`src/rtl/matmul_pkg.sv`:
```
// Shared definitions for the matrix multiplier: baud-select encodings,
// the baud divisor function, size defaults and the result-TX FSM states.
package matmul_pkg;

  localparam int unsigned MAX_N_DEF  = 4;
  localparam int unsigned ELEM_W_DEF = 16;

  typedef enum logic [1:0] {
    BAUD_4800   = 2'b00,
    BAUD_9600   = 2'b01,
    BAUD_57600  = 2'b10,
    BAUD_115200 = 2'b11
  } baud_sel_e;

  typedef enum logic [2:0] {
    ST_IDLE,
    ST_HDR,
    ST_FETCH,
    ST_LOAD,
    ST_SEND,
    ST_FINISH
  } tx_state_e;

  // Cycles per bit, rounded to nearest.
  function automatic logic [15:0] baud_div(input int unsigned clk_hz,
                                           input int unsigned baud);
    int unsigned q;
    q = (clk_hz + baud / 2) / baud;
    return q[15:0];
  endfunction

endpackage

```
`src/rtl/uart_tx_byte.sv`:
```
// 8N1 serializer for one byte. A new byte is accepted in the last cycle of
// the current stop bit, so successive frames run without any idle gap.
module uart_tx_byte (
  input  logic        clk,
  input  logic        rst,
  input  logic [15:0] div,
  input  logic [7:0]  data,
  input  logic        valid,
  output logic        ready,
  output logic        tx
);

  logic        active_q, active_d;
  logic [15:0] cnt_q, cnt_d;
  logic [3:0]  bit_q, bit_d;
  logic [8:0]  frame_q, frame_d;
  logic        tx_q, tx_d;
  logic        bit_end;
  logic        stop_end;

  assign bit_end  = (cnt_q == div - 16'd1);
  assign stop_end = active_q && (bit_q == 4'd9) && bit_end;
  assign ready    = !active_q || stop_end;
  assign tx       = tx_q;

  always_comb begin
    active_d = active_q;
    cnt_d    = cnt_q;
    bit_d    = bit_q;
    frame_d  = frame_q;
    tx_d     = tx_q;
    if (ready && valid) begin
      // Frame start: counters reload here, so timing never drifts.
      active_d = 1'b1;
      cnt_d    = '0;
      bit_d    = '0;
      frame_d  = {1'b1, data};
      tx_d     = 1'b0;
    end else if (stop_end) begin
      active_d = 1'b0;
      tx_d     = 1'b1;
    end else if (active_q) begin
      if (bit_end) begin
        cnt_d   = '0;
        bit_d   = bit_q + 4'd1;
        tx_d    = frame_q[0];
        frame_d = {1'b1, frame_q[8:1]};
      end else begin
        cnt_d = cnt_q + 16'd1;
      end
    end
  end

  always_ff @(posedge clk or negedge rst) begin
    if (!rst) begin
      active_q <= 1'b0;
      cnt_q    <= '0;
      bit_q    <= '0;
      frame_q  <= '1;
      tx_q     <= 1'b1;
    end else begin
      active_q <= active_d;
      cnt_q    <= cnt_d;
      bit_q    <= bit_d;
      frame_q  <= frame_d;
      tx_q     <= tx_d;
    end
  end

endmodule

```
`src/rtl/matrix_result_tx.sv`:
```
// Streams the N x N result matrix out of the UART: a size header byte, then
// every element in row-major order, most-significant byte first.
module matrix_result_tx
  import matmul_pkg::*;
#(
  parameter int unsigned CLK_HZ = 100_000_000,
  parameter int unsigned MAX_N  = MAX_N_DEF,
  parameter int unsigned ELEM_W = ELEM_W_DEF,
  parameter int unsigned AW     = $clog2(MAX_N * MAX_N)
) (
  input  logic              clk,
  input  logic              rst,
  input  logic              start,
  input  logic [7:0]        n,
  input  logic [1:0]        b_sel,
  output logic [AW-1:0]     rd_addr,
  input  logic [ELEM_W-1:0] rd_data,
  output logic              tx,
  output logic              busy,
  output logic              done
);

  localparam int unsigned BPE       = ELEM_W / 8;
  localparam int unsigned BW        = (BPE > 1) ? $clog2(BPE) : 1;
  localparam logic [BW-1:0] LAST_BYTE = BW'(BPE - 1);
  localparam logic [7:0]  MAX_N8    = 8'(MAX_N);

  localparam logic [15:0] DIV_4800   = baud_div(CLK_HZ, 4800);
  localparam logic [15:0] DIV_9600   = baud_div(CLK_HZ, 9600);
  localparam logic [15:0] DIV_57600  = baud_div(CLK_HZ, 57600);
  localparam logic [15:0] DIV_115200 = baud_div(CLK_HZ, 115200);

  tx_state_e         state_q, state_d;
  logic [7:0]        n_q, n_d;
  logic [15:0]       div_q, div_d;
  logic [AW-1:0]     idx_q, idx_d;
  logic [AW-1:0]     addr_q, addr_d;
  logic [BW-1:0]     byte_q, byte_d;
  logic [ELEM_W-1:0] sh_q, sh_d;
  logic              done_q, done_d;

  logic              tx_valid;
  logic              tx_ready;
  logic [7:0]        tx_data;
  logic [15:0]       div_sel;
  logic [15:0]       nn;
  logic              n_ok;
  logic              last_elem;
  logic              last_byte;

  always_comb begin
    div_sel = DIV_115200;
    unique case (baud_sel_e'(b_sel))
      BAUD_4800:   div_sel = DIV_4800;
      BAUD_9600:   div_sel = DIV_9600;
      BAUD_57600:  div_sel = DIV_57600;
      BAUD_115200: div_sel = DIV_115200;
      default:     div_sel = DIV_115200;
    endcase
  end

  assign nn        = 16'(n_q) * 16'(n_q);
  assign n_ok      = (n_q != '0) && (n_q <= MAX_N8);
  assign last_elem = (16'(idx_q) == nn - 16'd1);
  assign last_byte = (byte_q == LAST_BYTE);

  always_ff @(posedge clk or negedge rst) begin
    if (!rst) state_q <= ST_IDLE;
    else      state_q <= state_d;
  end

  always_comb begin
    state_d = state_q;
    unique case (state_q)
      ST_IDLE:   if (start) state_d = ST_HDR;
      ST_HDR:    if (tx_ready) state_d = n_ok ? ST_FETCH : ST_FINISH;
      ST_FETCH:  state_d = ST_LOAD;
      ST_LOAD:   state_d = ST_SEND;
      ST_SEND:   if (tx_ready && last_byte) state_d = last_elem ? ST_FINISH : ST_FETCH;
      ST_FINISH: if (tx_ready) state_d = ST_IDLE;
      default:   state_d = ST_IDLE;
    endcase
  end

  always_comb begin
    tx_valid = (state_q == ST_HDR) || (state_q == ST_SEND);
    tx_data  = (state_q == ST_HDR) ? n_q : sh_q[ELEM_W-1 -: 8];
  end

  // FETCH/LOAD of the next element happen while its predecessor's last
  // frame is still on the wire, so SEND is always ready at the stop edge.
  always_comb begin
    n_d    = n_q;
    div_d  = div_q;
    idx_d  = idx_q;
    addr_d = addr_q;
    byte_d = byte_q;
    sh_d   = sh_q;
    done_d = 1'b0;
    unique case (state_q)
      ST_IDLE: begin
        if (start) begin
          n_d   = n;
          div_d = div_sel;
        end
      end
      ST_HDR: begin
        if (tx_ready && n_ok) begin
          idx_d  = '0;
          addr_d = '0;
        end
      end
      ST_LOAD: begin
        sh_d   = rd_data;
        byte_d = '0;
      end
      ST_SEND: begin
        if (tx_ready) begin
          if (!last_byte) begin
            sh_d   = sh_q << 8;
            byte_d = byte_q + 1'b1;
          end else if (!last_elem) begin
            idx_d  = idx_q + 1'b1;
            addr_d = idx_q + 1'b1;
          end
        end
      end
      ST_FINISH: begin
        if (tx_ready) done_d = 1'b1;
      end
      default: ;
    endcase
  end

  always_ff @(posedge clk or negedge rst) begin
    if (!rst) begin
      n_q    <= '0;
      div_q  <= DIV_115200;
      idx_q  <= '0;
      addr_q <= '0;
      byte_q <= '0;
      sh_q   <= '0;
      done_q <= 1'b0;
    end else begin
      n_q    <= n_d;
      div_q  <= div_d;
      idx_q  <= idx_d;
      addr_q <= addr_d;
      byte_q <= byte_d;
      sh_q   <= sh_d;
      done_q <= done_d;
    end
  end

  uart_tx_byte u_tx (
    .clk   (clk),
    .rst   (rst),
    .div   (div_q),
    .data  (tx_data),
    .valid (tx_valid),
    .ready (tx_ready),
    .tx    (tx)
  );

  assign rd_addr = addr_q;
  assign busy    = (state_q != ST_IDLE);
  assign done    = done_q;

endmodule

```
`config.mk`:
```
export PLATFORM = sky130hd
export DESIGN_NAME = matrix_result_tx
export DESIGN_NICKNAME = d
export VERILOG_FILES = /design/src/rtl/matmul_pkg.sv /design/src/rtl/uart_tx_byte.sv /design/src/rtl/matrix_result_tx.sv
export SDC_FILE = /design/constraint.sdc
export NUM_CORES = 1
export LEC_CHECK = 0
export BUFFER_PORTS_ARGS = -buffer_cell sky130_fd_sc_hd__buf_2
export CAP_MARGIN = 20
export CORE_AREA = 10 10 144 146
export CTS_BUF_LIST = sky130_fd_sc_hd__clkbuf_16
export CTS_CLUSTER_DIAMETER = 150
export CTS_CLUSTER_SIZE = 40
export DETAILED_ROUTE_END_ITERATION = 8
export DIE_AREA = 0 0 154 156
export PLACE_DENSITY = 0.6
export SYNTH_ARGS = -nofsm -noshare
export SYNTH_HDL_FRONTEND = slang
export SYNTH_HIERARCHICAL = 1
export SYNTH_SLANG_ARGS = --single-unit
```
`constraint.sdc`:
```
create_clock -name clk -period 5.6 [get_ports clk]
set_input_delay 1.12 -clock clk [delete_from_list [all_inputs] [get_ports clk]]
set_output_delay 1.12 -clock clk [all_outputs]
set_load 0.05 [all_outputs]
```
==> results by group, run 1 <==
Setup path
  • Arrival @ worst endpoint: 5.56 ns
  • Kind of critical path: flop to flop
  • Startpoint Class: flop
  • R2r setup slk: 0.31 ns
  • Reg-to-reg critical path startpoint: n_q[5]
  • Critical path fanouts, max: 13
  • Worst R2R End: rd_addr[1]
  • Worst r2r path cells: 17
  • Worst EP required: 5.87 ns
  • CP endpoint kind: flop

Synth
  • Leading area contributor after synthesis: dfrtp_1
  • Ys Warns: 6
  • Top post-synthesis cells by area: dfrtp_1, fa_1, ha_1
  • Top cells by count, synth: nand2_1, inv_1, dfrtp_1, nor2_1, ha_1
  • Flip-flop and latch count after synthesis: 73
  • Asr flop ratio synth: 100%
  • Avg Inst Size Synth: 8.82 µm²
  • Number of synthesized flops with an enable pin: 0
  • Top-count cell post-synth: nand2_1
  • Distinct cell type count after synthesis: 67
  • Sequential share of the synthesized area: 30.1%
  • Post-Syn Instances: 696
  • Yosys top cell area share: 24.1%
  • Dominant synthesized flop cell: dfrtp_1
  • Synthesized area: 6140 µm²

Placement
  • Placer Congestion: 0.856
  • Dpl hpwl: 10600 µm
  • Pre-CTS setup slack: 0.307 ns
  • I/O Buffers: 35

Layout
  • Syn-to-layout area delta: 11.2%
  • Layout cell share with drive strength beyond 1: 14.0%
  • Fin util: 38.2%
  • Diode count: 0
  • Nets: 826

Timing
  • Fin crit period: 5.29 ns
  • Achievable Freq: 189 MHz
  • Post-route setup slack: 0.308 ns
  • RSZ-0062 raised after global routing: no
  • Number of setup violations in the final report: 0
  • Final Max Tran Viols: 0
  • Relative slew slack: 35.8%
  • Worst Tran Pin Value: 0.963 ns
  • Post-route clock period utilization: 94.5%
  • Final Hold Vio Count: 0
  • Setup Skew: 0.0124 ns
  • Hold_ws: 0.491 ns
  • Setup TNS: 0 ns

Run status
  • Status: completed

Clock tree
  • Post_cts resized: 0
  • Hold-fix buffers, CTS: 0
  • Root Driver: clkbuf_16
  • Max clock buf depth: 2
  • CTS tree: built
  • Setup bufs post-CTS: 0
  • TritonCTS Buffers: 9
  • # H-tree levels: 3
  • Worst-path clk slew: 0.07 ns
  • TritonCTS Sinks: 73
  • Clock Latency Late Sink: 0.35 ns

Floorplanning
  • Initial Util: 34.4%
  • # IOs: 36
  • Die area: 24000 µm²
  • Die Wd: 154 µm
  • Core Rows: 49
  • Die H: 156 µm
  • Area of the core: 17800 µm²

Global route
  • Tot GR Track Use: 11.7%
  • Congestion Overflow GR: 0
  • Largest net degree at the start of global routing: 74
  • Vias in the first global route: 4695
  • Initial antenna violation count: 0
  • First-pass GRT wire length: 23500 µm

Route
  • Drt pass-1 iters: 6
  • Via density: 5.10
  • WL per Instance: 14.4 µm
  • DRC: 0
  • Total routed wirelength: 13800 µm
  • Via Count: 4893
  • Final ANT Viol Nets: 0
  • Initial DRC count: 254

Run
  • Max Cap Viol: 0

Hold path
  • Hold Path Depth: 2
  • WHS Endpoint: div_q[9]
  • Hold Startpoint: div_q[9]
  • Worst Hold Class: flop to flop
[registers in the layout, indices dropped and copies added, names as in the netlist, 3 cells and up]
register      flops
sh_q             16
div_q            10
u_tx/cnt_q       16
n_q               8
state_q           3
u_tx/frame_q      8
u_tx/bit_q        4
rd_addr           4
[worst max-delay path by stage]
stage	cells past startpoint	slack (ns)	from	end
floorplan	18	0.57	n_q[4]	rd_addr[0]
global placement	17	0.47	n_q[5]	rd_addr[0]
detailed placement	15	0.31	n_q[5]	rd_addr[1]
CTS	17	0.30	n_q[6]	rd_addr[1]
global route	15	0.04	n_q[5]	rd_addr[1]
finish	17	0.31	n_q[5]	rd_addr[1]
[cell type report]
type,instances,area (µm²)
Tap cell,229,287
Timing Repair Buffer,44,243
Fill cell,1809,11000
Clock inverter,7,32.5
Multi-Input combinational cell,535,3960
Inverter,63,236
Sequential cell,73,1850
Clock buffer,9,225
[placed cells by master, fill, tap and decap left out, drive strengths merged, types with 4 or more instances in the layout]
cell      n
nand2   102
inv      66
dfrtp    59
buf      44
nor2     43
ha       42
xnor2    32
fa       29
o21ai    27
a21oi    25
nor3     22
and2     22
nand3    17
a31oi    15
xor2     14
dfstp    14
mux2     11
or3      11
a22o     10
clkbuf    9
and3      9
nand4     9
mux2i     7
a221o     7
nand2b    6
nor4      6
and4      6
a21o      6
or2       5
nand3b    4
conb      4
[layer usage]
| layer | up-vias | GRT usage (%) | share of wire (%) |
|---|---|---|---|
| li1 | 2455 | - | - |
| met1 | 2346 | 16.0 | 50 |
| met2 | 78 | 18.1 | 45 |
| met3 | 14 | 2.45 | 3.4 |
| met4 | 0 | 3.51 | 1.4 |
| met5 | - | 0 | 0 |
[worst max-delay path, stage by stage, from the launching register on]
cell and delay [ns]:
dfrtp_1 0.53, and2_1 0.28, xnor2_1 0.14, ha_1 0.18, a21oi_1 0.15, fa_1 0.45
fa_1 0.47, fa_1 0.54, inv_1 0.04, ha_1 0.34, a21o_1 0.23, a31oi_4 0.26
nor3_1 0.07, or4_1 0.51, nor4_1 0.28, and4_1 0.37, or2b_4 0.19, mux2i_1 0.19
[per-stage QoR]
stage                     area (µm²)  std cells
after floorplan                 6150        699
after global placement          6550        941
after detailed placement        6560        943
after CTS                       6820        959
after global routing            6820        960
final                           6820        960
[logic make-up after synthesis]
family / count (synthesis) / synth area share, %
other: 1 / 0.0611
adders and majority gates: 71 / 18.0
DFF: 73 / 30.1
buffers and inverters: 91 / 5.75
AOI/OAI and AO/OA: 123 / 14.2
and+or+nand+nor: 273 / 22.2
xor gates and xnor gates: 46 / 6.57
muxes: 18 / 3.16
Power of run 1 is left out: the tool's default activity adds up to more than one toggle a clock period on the data nets, which glitch-free logic cannot reach.
==> run 2: changes to the inputs <==
CORE_AREA = 2 2 136 138   (was 10 10 144 146)
DIE_AREA = 0 0 138 140   (was 0 0 154 156)
TNS_END_PERCENT = 1   (was default)
clock period = 6.47 ns   (was 5.6 ns; I/O delays follow)
==> run 2 against run 1 <==
Net effect:
- non-clock buffer count shrank 5
- critical path depth stayed put
- critical path type unchanged
- die area decreased by 20%
- global-route usage is 2.8 points higher
- hold slack better by 0.00089 ns
- cell count shrank 0.52%
- design area increased by 0.13%
- register-to-register slack better by 0.74 ns
- routed wire length fell by 3.8%
- worst setup slack improved by 0.74 ns
- first-iteration DRC count up 22%
- maximum frequency is 2.4% lower
==> results by group, run 2 (synthesis results as in run 1) <==
Run status
  • Status: completed (unchanged)

Floorplanning
  • Initial Util: 34.5% (was 34.4%)
  • Core Rows: 49 (unchanged)
  • Die Wd: 138 µm (was 154 µm)
  • Die area: 19300 µm² (was 24000 µm²)
  • Die H: 140 µm (was 156 µm)
  • Area of the core: 17800 µm² (about the same)
  • # IOs: 36 (unchanged)

Hold path
  • Hold Path Depth: 2 (unchanged)
  • Worst Hold Class: flop to flop (unchanged)
  • WHS Endpoint: div_q[9] (unchanged)
  • Hold Startpoint: div_q[9] (unchanged)

Route
  • Via density: 5.05 (was 5.10)
  • Highest routed metal layer: met4 (unchanged)
  • Metal2 WL: 5850 µm (was 6220 µm)
  • Met3 wire length: 371 µm (was 464 µm)
  • Total routed wirelength: 13300 µm (was 13800 µm)
  • Post-route met1 wirelength: 6860 µm (was 6930 µm)
  • DRC: 0 (unchanged)
  • WL per Instance: 13.9 µm (was 14.4 µm)
  • Final ANT Viol Nets: 0 (unchanged)
  • Via Count: 4819 (was 4893)
  • Initial DRC count: 309 (was 254)
  • Drt pass-1 iters: 4 (was 6)

Global route
  • Largest net degree at the start of global routing: 74 (unchanged)
  • Vias in the first global route: 4584 (was 4695)
  • Congestion Overflow GR: 0 (unchanged)
  • First-pass GRT wire length: 23000 µm (was 23500 µm)
  • Initial antenna violation count: 0 (unchanged)
  • Tot GR Track Use: 14.5% (was 11.7%)

Clock tree
  • Setup bufs post-CTS: 0 (unchanged)
  • Post_cts resized: 0 (unchanged)
  • CTS tree: built (unchanged)
  • TritonCTS Sinks: 73 (unchanged)
  • Max clock buf depth: 2 (unchanged)
  • # H-tree levels: 3 (unchanged)
  • TritonCTS Buffers: 9 (unchanged)
  • Clock Latency Late Sink: 0.35 ns (about the same)
  • Root Driver: clkbuf_16 (unchanged)
  • Worst-path clk slew: 0.06 ns (was 0.07 ns)
  • Hold-fix buffers, CTS: 0 (unchanged)

Layout
  • Diode count: 0 (unchanged)
  • Layout cell share with drive strength beyond 1: 13.2% (was 14.0%)
  • Final Non-Filler Cells: 955 (was 960)
  • Leading cell type in the layout, fill and taps excluded: nand2_1 (unchanged)
  • Fin util: 38.4% (was 38.2%)
  • Regs by FF count: sh_q: 16 flops, u_tx/cnt_q: 16 flops, div_q: 10 flops (unchanged)
  • Commonest cells after routing, fill and taps aside: nand2_1, inv_1, dfrtp_1 (unchanged)
  • Syn-to-layout area delta: 11.4% (was 11.2%)
  • Nets: 821 (was 826)
  • Layout fillers: 1824 (was 1809)

Setup path
  • Worst R2R End: rd_addr[2] (was rd_addr[1])
  • Arrival @ worst endpoint: 5.66 ns (was 5.56 ns)
  • Worst EP required: 6.70 ns (was 5.87 ns)
  • Startpoint Class: flop (unchanged)
  • CP endpoint kind: flop (unchanged)
  • Critical path fanouts, max: 13 (unchanged)
  • Worst r2r path cells: 17 (unchanged)
  • R2r setup slk: 1.05 ns (was 0.31 ns)
  • Kind of critical path: flop to flop (unchanged)
  • Reg-to-reg critical path startpoint: n_q[4] (was n_q[5])

Run
  • Max Cap Viol: 0 (unchanged)

Timing
  • Number of setup violations in the final report: 0 (unchanged)
  • Worst Tran Pin Value: 0.942 ns (was 0.963 ns)
  • Final Hold Vio Count: 0 (unchanged)
  • Final Max Tran Viols: 0 (unchanged)
  • Setup TNS: 0 ns (unchanged)
  • Setup Skew: 0.00796 ns (was 0.0124 ns)
  • RSZ-0062 raised after global routing: no (unchanged)
  • Post-route clock period utilization: 83.8% (was 94.5%)
  • Relative slew slack: 37.2% (was 35.8%)
  • Achievable Freq: 184 MHz (was 189 MHz)
  • Fin crit period: 5.42 ns (was 5.29 ns)

Placement
  • Dpl hpwl: 10000 µm (was 10600 µm)
  • Placer Congestion: 0.876 (was 0.856)
  • Dpl cells: 939 (was 943)
  • I/O Buffers: 35 (unchanged)
-- run 2: cell types whose count changed in the layout (fill, tap and decap cells not counted), sizes merged --
| cell | delta |
|---|---|
| buf | -5 |
| bufinv | +2 |
| clkinv | -1 |
| clkinvlp | -1 |
-- run 2: metrics by stage --
step                area [µm²]  hold WS [ns]  setup slack (ns)
global route              6830         0.515             0.700
floorplan                 6150         0.459              1.44
CTS                       6830         0.498              1.02
finish                    6830         0.491              1.05
detailed placement        6530         0.488              1.05
global placement          6520         0.477              1.13
-- run 2: worst max path at each step --
| stage | start | to | slack, ns | depth (start not counted) |
|---|---|---|---|---|
| 3_3_place_gp | n_q[4] | rd_addr[0] | 1.13 | 17 |
| 3_5_place_dp | n_q[4] | rd_addr[1] | 1.05 | 17 |
| 6_report | n_q[4] | rd_addr[2] | 1.05 | 17 |
| 5_1_grt | n_q[4] | rd_addr[1] | 0.70 | 17 |
| 4_1_cts | n_q[4] | rd_addr[1] | 1.02 | 17 |
| 2_1_floorplan | n_q[4] | rd_addr[0] | 1.44 | 18 |
-- run 2: metal layers --
layer	vias to the layer above	global-route usage (%)
met2	70	22.2
met3	14	2.53
met4	0	4.73
li1	2444	-
met1	2291	20.9
met5	-	0
-- run 2: cell type report --
class | instances | area (µm²) | area share, %
tap | 229 | 287 | 4.19
clock buffer | 9 | 225 | 3.30
timing repair buffer | 39 | 205 | 3.00
clock inverter | 7 | 80.1 | 1.17
inverter | 63 | 236 | 3.46
sequential | 73 | 1840 | 27.0
multi-input combinational | 535 | 3960 | 57.9
-- run 2: critical path, stage by stage (launching register included) --
cell and delay [ns]:
dfrtp_1 0.63, nand2_1 0.19, inv_1 0.10, fa_1 0.43, fa_1 0.49, inv_1 0.05
fa_1 0.48, fa_1 0.54, inv_1 0.04, ha_1 0.38, a21o_1 0.22, a31oi_4 0.22
nor3_1 0.07, or4_1 0.50, nor4_1 0.26, and4_1 0.36, o21ai_0 0.14, a31o_1 0.20
Power of run 2 is left out for the same reason.
==> run 3: changes to the inputs <==
PLACE_DENSITY = 0.62   (was 0.6)
clock period = 4.7 ns   (was 6.47 ns; I/O delays follow)
==> run 3 against run 2 <==
Net effect:
- sequential share of layout area is 2.1 points lower
- critical endpoint is now rd_addr[0]
- largest cell class unchanged
- critical path depth is 1 lower
- highest routed layer unchanged
- critical path type unchanged
- clock skew is 0.0013 ns higher
- design area is 9.0% higher
- register-to-register slack worse by 1.0 ns
- core utilization is 3.5 points higher
- routed wire length is 5.7% higher
- via count is 4.9% higher
- die area stayed put
- cell count is 5.4% higher
- global-route usage is 0.72 points higher
- first-iteration DRC count is 7.1% lower
==> results by group, run 3 (synthesis results as in run 1) <==
Placement
  • I/O Buffers: 35 (unchanged)
  • Placer Congestion: 0.848 (was 0.876)
  • Dpl cell area: 6940 µm² (was 6530 µm²)
  • Dpl hpwl: 10600 µm (was 10000 µm)
  • Dpl cells: 983 (was 939)

Setup path
  • CP endpoint kind: flop (unchanged)
  • Kind of critical path: flop to flop (unchanged)
  • Worst r2r path cells: 16 (was 17)
  • Critical path fanouts, max: 5 (was 13)
  • Worst R2R End: rd_addr[0] (was rd_addr[2])
  • R2r setup slk: 0.009 ns (was 1.05 ns)
  • Arrival @ worst endpoint: 4.96 ns (was 5.66 ns)
  • Worst EP required: 4.97 ns (was 6.70 ns)
  • Reg-to-reg critical path startpoint: n_q[4] (unchanged)
  • Startpoint Class: flop (unchanged)

Route
  • WL per Instance: 13.9 µm (about the same)
  • Initial DRC count: 287 (was 309)
  • DRC: 0 (unchanged)
  • Final ANT Viol Nets: 0 (unchanged)
  • Drt pass-1 iters: 5 (was 4)
  • Via density: 5.02 (was 5.05)
  • Via Count: 5053 (was 4819)
  • Total routed wirelength: 14000 µm (was 13300 µm)

Clock tree
  • # H-tree levels: 3 (unchanged)
  • TritonCTS Sinks: 73 (unchanged)
  • CTS tree: built (unchanged)
  • Root Driver: clkbuf_16 (unchanged)
  • Hold-fix buffers, CTS: 0 (unchanged)
  • Max clock buf depth: 2 (unchanged)
  • Worst-path clk slew: 0.06 ns (about the same)
  • Clock Latency Late Sink: 0.35 ns (about the same)
  • TritonCTS Buffers: 9 (unchanged)

Timing
  • Worst Tran Pin Value: 1.06 ns (was 0.942 ns)
  • Fin crit period: 4.69 ns (was 5.42 ns)
  • Relative slew slack: 28.4% (was 37.2%)
  • Final Max Tran Viols: 0 (unchanged)
  • Setup Skew: 0.00930 ns (was 0.00796 ns)
  • RSZ-0062 raised after global routing: yes (was no)
  • Achievable Freq: 213 MHz (was 184 MHz)
  • Number of setup violations in the final report: 0 (unchanged)
  • Post-route clock period utilization: 99.8% (was 83.8%)
  • Setup TNS: 0 ns (unchanged)
  • Final Hold Vio Count: 0 (unchanged)

Layout
  • Nets: 873 (was 821)
  • Leading cell type in the layout, fill and taps excluded: nand2_1 (unchanged)
  • Syn-to-layout area delta: 21.4% (was 11.4%)
  • Layout cell share with drive strength beyond 1: 24.7% (was 13.2%)
  • Fin util: 41.9% (was 38.4%)
  • Commonest cells after routing, fill and taps aside: nand2_1, inv_1, dfrtp_1 (unchanged)
  • Post-route cell area: 7450 µm² (was 6830 µm²)
  • Diode count: 0 (unchanged)
  • Final Non-Filler Cells: 1007 (was 955)
  • Layout fillers: 1787 (was 1824)
  • Regs by FF count: sh_q: 16 flops, u_tx/cnt_q: 16 flops, div_q: 10 flops (unchanged)

Run
  • Max Cap Viol: 0 (unchanged)

Run status
  • Status: completed (unchanged)

Hold path
  • Hold Path Depth: 2 (unchanged)
  • Worst Hold Class: flop to flop (unchanged)
  • WHS Endpoint: div_q[9] (unchanged)
  • Hold Startpoint: div_q[9] (unchanged)

Global route
  • Initial antenna violation count: 0 (unchanged)
  • First-pass GRT wire length: 24300 µm (was 23000 µm)
  • Congestion Overflow GR: 0 (unchanged)
  • Tot GR Track Use: 15.2% (was 14.5%)
  • Vias in the first global route: 4941 (was 4584)
  • Largest net degree at the start of global routing: 74 (unchanged)

Floorplanning
  • # IOs: 36 (unchanged)
  • Initial Util: 34.5% (unchanged)
  • Die area: 19300 µm² (unchanged)
  • Core Rows: 49 (unchanged)
  • Die H: 140 µm (unchanged)
  • Die Wd: 138 µm (unchanged)
  • Area of the core: 17800 µm² (unchanged)
[run 3: cell count changes in the layout (fill, tap and decap cells not counted), moves of 6 or more]
cell     change
buf_4       +47
ha_1         -8
ha_4         +7
buf_6        +6
dfrtp_1      -6
dfrtp_2      +6
[run 3: worst max path at each step]
| stage | from | end | cells after the start |
|---|---|---|---|
| 2_1_floorplan | n_q[0] | rd_addr[0] | 18 |
| 3_3_place_gp | n_q[2] | rd_addr[3] | 17 |
| 3_5_place_dp | n_q[2] | rd_addr[0] | 16 |
| 4_1_cts | n_q[4] | rd_addr[0] | 16 |
| 5_1_grt | n_q[2] | rd_addr[2] | 18 |
| 6_report | n_q[4] | rd_addr[0] | 16 |
[run 3: worst max-delay path, cell delays in order (launching register included)]
cell and delay, ns:
dfrtp_2 0.44, and2_4 0.19, fa_1 0.50, inv_1 0.05, fa_1 0.49, fa_1 0.43
fa_1 0.51, inv_2 0.05, ha_4 0.15, or3_4 0.40, o221ai_4 0.21, a211oi_2 0.12
mux2i_1 0.15, a2111oi_2 0.31, and4_4 0.31, or2b_4 0.15, mux2i_1 0.17
[run 3: area by class of cell]
cell class                      instances  area (µm²)  share of cell area [%]
Tap cell                              229         287                    3.85
Clock buffer                            9         225                    3.02
Sequential cell                        73        1850                    24.9
Inverter                               63         239                    3.21
Timing Repair Buffer                   91         621                    8.33
Multi-Input combinational cell        535        4180                    56.1
Clock inverter                          7        46.3                   0.622
[run 3: metal layers]
layer	routed length, µm	vias up	GRT usage, %
li1	-	2554	-
met1	6890	2413	21.7
met2	6600	78	24.4
met3	396	8	2.15
met4	147	0	4.03
met5	0	-	0
[run 3: per-stage QoR]
| step | setup WS (ns) | hold slack [ns] |
|---|---|---|
| final | 0.00945 | 0.489 |
| after global routing | -0.171 | 0.528 |
| after CTS | -0.0393 | 0.496 |
| after detailed placement | -0.194 | 0.485 |
| after global placement | -0.139 | 0.481 |
| after floorplan | -0.0530 | 0.459 |
[run 3: timing repair]
action / in CTS / in global routing
pin swaps: 29 / 15
gates resized for setup: 29 / 13
endpoints found under the setup margin: 7 / 7
setup buffers: 7 / 0
Power of run 3 is left out for the same reason.
